===== src/rtl/redmule_pkg.sv =====
// rtl/redmule_pkg.sv - shared constants and types for the RedMulE TCDM splitter
package redmule_pkg;

    localparam int unsigned MemDw            = 32;
    localparam int unsigned SPLIT_FIFO_DEPTH = 2;

    typedef logic [MemDw-1:0] resp_word_t;

endpackage


===== src/rtl/redmule_split_resp_fifo.sv =====
// rtl/redmule_split_resp_fifo.sv - 2-entry per-port response FIFO with empty-bypass
module redmule_split_resp_fifo
    import redmule_pkg::*;
(
    input  logic       clk_i,
    input  logic       rst_i,
    input  logic       push_i,
    input  resp_word_t data_i,
    input  logic       pop_i,
    output resp_word_t data_o,
    output logic       full_o,
    output logic       empty_o
);

    resp_word_t [SPLIT_FIFO_DEPTH-1:0] mem_q, mem_d;
    logic       wr_ptr_q, wr_ptr_d;
    logic       rd_ptr_q, rd_ptr_d;
    logic [1:0] cnt_q, cnt_d;
    logic       bypass, do_push, do_pop;

    assign empty_o = (cnt_q == 2'd0);
    assign full_o  = (cnt_q == 2'd2);
    // An empty FIFO hands the incoming word straight to the reader.
    assign data_o  = empty_o ? data_i : mem_q[rd_ptr_q];

    always_comb begin
        bypass   = empty_o & push_i & pop_i;
        do_push  = push_i & ~bypass & (~full_o | pop_i);
        do_pop   = pop_i & ~empty_o;
        mem_d    = mem_q;
        if (do_push) mem_d[wr_ptr_q] = data_i;
        wr_ptr_d = wr_ptr_q ^ do_push;
        rd_ptr_d = rd_ptr_q ^ do_pop;
        cnt_d    = cnt_q + 2'(do_push) - 2'(do_pop);
    end

    always_ff @(posedge clk_i) begin
        if (rst_i) begin
            mem_q    <= '0;
            wr_ptr_q <= 1'b0;
            rd_ptr_q <= 1'b0;
            cnt_q    <= 2'd0;
        end else begin
            mem_q    <= mem_d;
            wr_ptr_q <= wr_ptr_d;
            rd_ptr_q <= rd_ptr_d;
            cnt_q    <= cnt_d;
        end
    end

endmodule


===== src/rtl/redmule_tcdm_splitter.sv =====
// rtl/redmule_tcdm_splitter.sv - skew-tolerant wide HCI to MP x 32-bit TCDM splitter
// Optional registered response path: REDMULE_TCDM_SPLIT_RESP_REG_EN.
module redmule_tcdm_splitter
    import redmule_pkg::*;
#(
    parameter int unsigned DW = 128,
    parameter int unsigned MP = DW / MemDw
) (
    input  logic                  clk_i,
    input  logic                  rst_i,
    input  logic                  req_i,
    output logic                  gnt_o,
    input  logic [31:0]           add_i,
    input  logic                  wen_i,
    input  logic [DW/8-1:0]       be_i,
    input  logic [DW-1:0]         data_i,
    output logic [DW-1:0]         r_data_o,
    output logic                  r_valid_o,
    output logic                  err_o,
    output logic [MP-1:0]         tcdm_req_o,
    input  logic [MP-1:0]         tcdm_gnt_i,
    output logic [MP-1:0][31:0]   tcdm_add_o,
    output logic [MP-1:0]         tcdm_wen_o,
    output logic [MP-1:0][3:0]    tcdm_be_o,
    output logic [MP-1:0][31:0]   tcdm_data_o,
    input  logic [MP-1:0][31:0]   tcdm_r_data_i,
    input  logic [MP-1:0]         tcdm_r_valid_i
);

    logic [MP-1:0]      granted_q, granted_d;
    logic [MP-1:0][1:0] pend_q, pend_d;
    logic               err_q, err_d;
    logic [MP-1:0]      rv_ok, fifo_full, fifo_empty, part_valid;
    logic [DW-1:0]      fifo_data;
    logic               wide_valid;

    always_comb begin
        for (int i = 0; i < MP; i++) begin
            tcdm_req_o[i]  = req_i & ~granted_q[i];
            tcdm_add_o[i]  = add_i + 32'(4 * i);
            tcdm_wen_o[i]  = wen_i;
            tcdm_be_o[i]   = be_i[4*i +: 4];
            tcdm_data_o[i] = data_i[32*i +: 32];
        end
    end

    assign gnt_o     = req_i & (&(granted_q | tcdm_gnt_i));
    assign granted_d = gnt_o ? '0 : (granted_q | (tcdm_gnt_i & tcdm_req_o));

    // Narrow responses only count while a read is outstanding on that port.
    always_comb begin
        for (int i = 0; i < MP; i++) begin
            rv_ok[i]  = tcdm_r_valid_i[i] & (pend_q[i] != 2'd0);
            pend_d[i] = pend_q[i] + 2'(tcdm_req_o[i] & tcdm_gnt_i[i] & wen_i) - 2'(rv_ok[i]);
`ifdef REDMULE_TCDM_SPLIT_RESP_REG_EN
            part_valid[i] = ~fifo_empty[i];
`else
            part_valid[i] = ~fifo_empty[i] | rv_ok[i];
`endif
        end
    end

    assign wide_valid = &part_valid;
    assign err_d = err_q | (|(tcdm_r_valid_i & ~rv_ok))
                         | (|(rv_ok & fifo_full & ~{MP{wide_valid}}));

    for (genvar g = 0; g < MP; g++) begin : g_fifo
        redmule_split_resp_fifo u_fifo (
            .clk_i   (clk_i),
            .rst_i   (rst_i),
            .push_i  (rv_ok[g]),
            .data_i  (tcdm_r_data_i[g]),
            .pop_i   (wide_valid),
            .data_o  (fifo_data[32*g +: 32]),
            .full_o  (fifo_full[g]),
            .empty_o (fifo_empty[g])
        );
    end

`ifdef REDMULE_TCDM_SPLIT_RESP_REG_EN
    logic          r_valid_q, r_valid_d;
    logic [DW-1:0] r_data_q, r_data_d;

    always_comb begin
        r_valid_d = wide_valid;
        r_data_d  = wide_valid ? fifo_data : '0;
    end

    always_ff @(posedge clk_i) begin
        if (rst_i) begin
            r_valid_q <= 1'b0;
            r_data_q  <= '0;
        end else begin
            r_valid_q <= r_valid_d;
            r_data_q  <= r_data_d;
        end
    end

    assign r_valid_o = r_valid_q;
    assign r_data_o  = r_data_q;
`else
    assign r_valid_o = wide_valid;
    assign r_data_o  = wide_valid ? fifo_data : '0;
`endif

    assign err_o = err_q;

    always_ff @(posedge clk_i) begin
        if (rst_i) begin
            granted_q <= '0;
            pend_q    <= '0;
            err_q     <= 1'b0;
        end else begin
            granted_q <= granted_d;
            pend_q    <= pend_d;
            err_q     <= err_d;
        end
    end

endmodule

===== config.mk =====
export PLATFORM = sky130hd
export DESIGN_NAME = redmule_tcdm_splitter
export DESIGN_NICKNAME = d
export VERILOG_FILES = /design/src/rtl/redmule_pkg.sv /design/src/rtl/redmule_split_resp_fifo.sv /design/src/rtl/redmule_tcdm_splitter.sv
export SDC_FILE = /design/constraint.sdc
export NUM_CORES = 1
export LEC_CHECK = 0
export ABC_AREA = 1
export CORE_AREA = 2 2 279 281
export CTS_BUF_LIST = sky130_fd_sc_hd__clkbuf_16
export CTS_CLUSTER_DIAMETER = 80
export CTS_CLUSTER_SIZE = 24
export DETAILED_ROUTE_END_ITERATION = 8
export DIE_AREA = 0 0 281 283
export REMOVE_ABC_BUFFERS = 1
export SKIP_CTS_REPAIR_TIMING = 1
export SYNTH_ARGS = -nofsm -noshare
export SYNTH_HDL_FRONTEND = slang
export SYNTH_SLANG_ARGS = --single-unit
export TNS_END_PERCENT = 20

===== constraint.sdc =====
create_clock -name clk_i -period 4.9 [get_ports clk_i]
set_input_delay 0.49 -clock clk_i [delete_from_list [all_inputs] [get_ports clk_i]]
set_output_delay 0.49 -clock clk_i [all_outputs]
set_load 0.03 [all_outputs]

==> flow_summary_export.csv <==
group,metric,value,unit
floorplan,io_pins,727,
outcome,status,"complete, no violations",
finish,final_cell_mix,"477 x nand2_1, 428 x clkdlybuf4s50_1, 416 x nor2_1, 392 x o21ai_0, 283 x dfxtp_1",
synthesis,synth_top_area_cell,"dfxtp_1",
clocking,clockBufferDepth,3,
synthesis,synthesis.area,0.01679,mm^2
detailed_routing,ant_nets,0,
worst_setup_path,crit_chain,"clkdlybuf4s50_1 -> inv_1 -> ha_1 -> nor2_4 -> inv_2 -> nor3_1 -> nand3_1 -> nand2_1 -> clkdlybuf4s50_1",
clocking,numCtsBuffers,22,
timing,slew_violations,0,
floorplan,die_h,283,um
detailed_routing,vias,17090,
detailed_routing,finalWirelength,113700,um
clocking,cts_tree,"built",
synthesis,syn_inst,2572,
detailed_routing,wire_per_inst,30.11,um
placed_design,gp_congestion,1.129,
timing,setup_violations,0,
worst_setup_path,slowest_stage,"clkdlybuf4s50_1",
placed_design,dp_cells,3726,
worst_setup_path,cp.required,4410,ps
placed_design,dp_hpwl,95800,um
worst_setup_path,crit_fanout,7,
clocking,cts_root_buffer,"clkbuf_16",
floorplan,dieArea,0.07952,mm^2
clocking,cts.sinks,285,
synthesis,synth_cell_types,31,
timing,period_minus_slack,3805,ps
floorplan,initial_core_util,21.89,%
grt,grt_max_degree,112,
timing,fin_setup_tns,0,ps
grt,grt_overflow,0,
worst_setup_path,slowest_delay,750,ps
timing,slew_headroom,20.33,%
hold_path,hold_class,"reg -> reg",
timing,post-route-period-util,77.66,%
grt,track_usage,27.55,%
worst_setup_path,cp-end-kind,"output pin",
floorplan,die_w,281,um
synthesis,synthTopCellsByArea,"dfxtp_1 34%, o21ai_0 12%, nand2_1 11%, nor2_1 9.3%, buf_4 8.8%",
timing,fmax,262.8,MHz
power,p_total,8032,uW
clocking,htreeDepth,1,
worst_setup_path,setup.worst_path.class,"in -> out",
worst_setup_path,path_delay_family,"buffers and inverters",
grt,antenna_found_initial,24,
timing,fin_skew,27.83,ps
power,p_per_area,376.2,mW/mm^2
floorplan,core_area,0.07670,mm^2
detailed_routing,drt_iter0_markers,1226,
detailed_routing,routed_via_density,4.528,
worst_setup_path,startpoint_type,"primary input",
finish,num-nets-final,3054,
detailed_routing,drt-pass1-iter-count,8,
timing,holdWs,453.4,ps
synthesis,ys_seq_elements,285,
power,ir_worst_vdd,0.2991,mV
worst_setup_path,cpMostUsedCell,"clkdlybuf4s50_1",
synthesis,yosysWarnings,0,
finish,instances_no_fill,3775,
placed_design,io_buffers,428,
synthesis,async_flop_share,0,%
worst_setup_path,critPathBufInv,4,
synthesis,syn_area_per_cell,6.529,um^2
finish,synthToLayoutAreaGrowth,27.14,%
finish,drive_gt1_share,5.029,%
synthesis,synth_top_flop_cell,"dfxtp_1",
clocking,insertion_delay,560,ps
power,leakage,0.008439,uW
grt,grt_pass1_vias,15300,
timing,hold_viol,0,
floorplan,rows,102,
timing,tightest_slew,1195,ps
timing,rsz0062_at_grt,"false",
job,maxCapViolCount,0,
worst_setup_path,cp.arrival,3320,ps
clocking,clkTransAtPathRegs,80,ps
synthesis,yosysTopAreaCellShare,33.98,%
synthesis,synth_edf_count,0,
finish,final_common_cell,"nand2_1",
synthesis,ys_seq_area_share,33.98,%
grt,grt_pass1_wl,146100,um
detailed_routing,drc,0,
## power breakdown
group	internal, uW	leakage, uW	switching [uW]
Clock	958	0.000361	1030
Combinational	956	0.00576	1990
Sequential	2890	0.00232	215
## tightest hold or removal path, cell delays in order (launching register included)
cell	delay, ps
dfxtp_1	300
inv_1	50
a21oi_1	60
## cell families (layout without fill, tap and decap cells)
logic type	count (synthesis)	in the layout	synth area share [%]
compound gates	614	614	18.37
flops	285	285	33.98
buf+inv	546	698	16.85
xor+xnor	66	66	3.442
simple gates	1033	1033	25.28
fa+ha+maj	28	28	2.086
other cells	0	11	0
## Yosys cell counts (2+ instances only)
cell / number
ha_1: 28
xor2_1: 60
nand2_2: 8
a21oi_1: 210
o21ai_1: 9
nor2_2: 19
xnor2_1: 6
nor3_1: 13
buf_2: 26
clkbuf_1: 118
nor2_1: 417
dfxtp_1: 285
nand3_1: 71
o22a_1: 2
o21ai_0: 392
nor3_2: 2
nor3_4: 4
nand2_1: 477
inv_1: 176
nand3_2: 3
buf_1: 3
nand4_1: 6
buf_4: 197
nor2_4: 10
clkinv_1: 9
inv_2: 16
## layer usage
| layer | global-route usage (%) | up-vias | share of wire [%] |
|---|---|---|---|
| met3 | 35.84 | 102 | 28 |
| met2 | 43.31 | 1022 | 44 |
| met1 | 19.66 | 7678 | 25 |
| met4 | 5.602 | 22 | 2.1 |
| li1 | - | 8269 | - |
| met5 | 5.311 | - | 0.61 |
## stage by stage
stage / instance area, um^2 / util, % / worst slack [ps]
after floorplan: 14720 / - / 530.2
after global placement: 20570 / 26.82 / 1170
after detailed placement: 20570 / 26.82 / 1124
after CTS: 21320 / 27.80 / 1116
after global routing: 21330 / 27.81 / 990.5
final: 21350 / 27.83 / 1095
## flip-flops by register name, indices dropped and copies added (netlist names)
register	cells
g_fifo.u_fifo.rd_ptr_q	4
g_fifo.u_fifo.mem_q	256
pend_q	8
g_fifo.u_fifo.cnt_q	8
g_fifo.u_fifo.wr_ptr_q	4
err_o	1
granted_q	4
## cell type report
type	count	area [um^2]
Fill cell	8511	55350
Multi-Input combinational cell	1741	8270
Timing Repair Buffer	459	4529
Inverter	201	759.5
Clock buffer	23	575.6
Tap cell	1040	1301
Clock inverter	15	177.7
Antenna cell	11	27.53
Sequential cell	285	5708
## path summary, 6_finish.rpt
| path | cells past startpoint | slack [ps] | endpoint | from |
|---|---|---|---|---|
| worst max-delay path | 9 | 1090 | tcdm_add_o[122] | add_i[2] |
| worst min-delay path | 2 | 450 | g_fifo[3].u_fifo.mem_q[15] | g_fifo[3].u_fifo.mem_q[15] |
| worst max register to register | 10 | 1640 | g_fifo[3].u_fifo.mem_q[7] | g_fifo[3].u_fifo.cnt_q[0] |
| worst min register to register | 2 | 450 | g_fifo[3].u_fifo.mem_q[15] | g_fifo[3].u_fifo.mem_q[15] |
No activity file was read; power rests on OpenSTA's default activity.
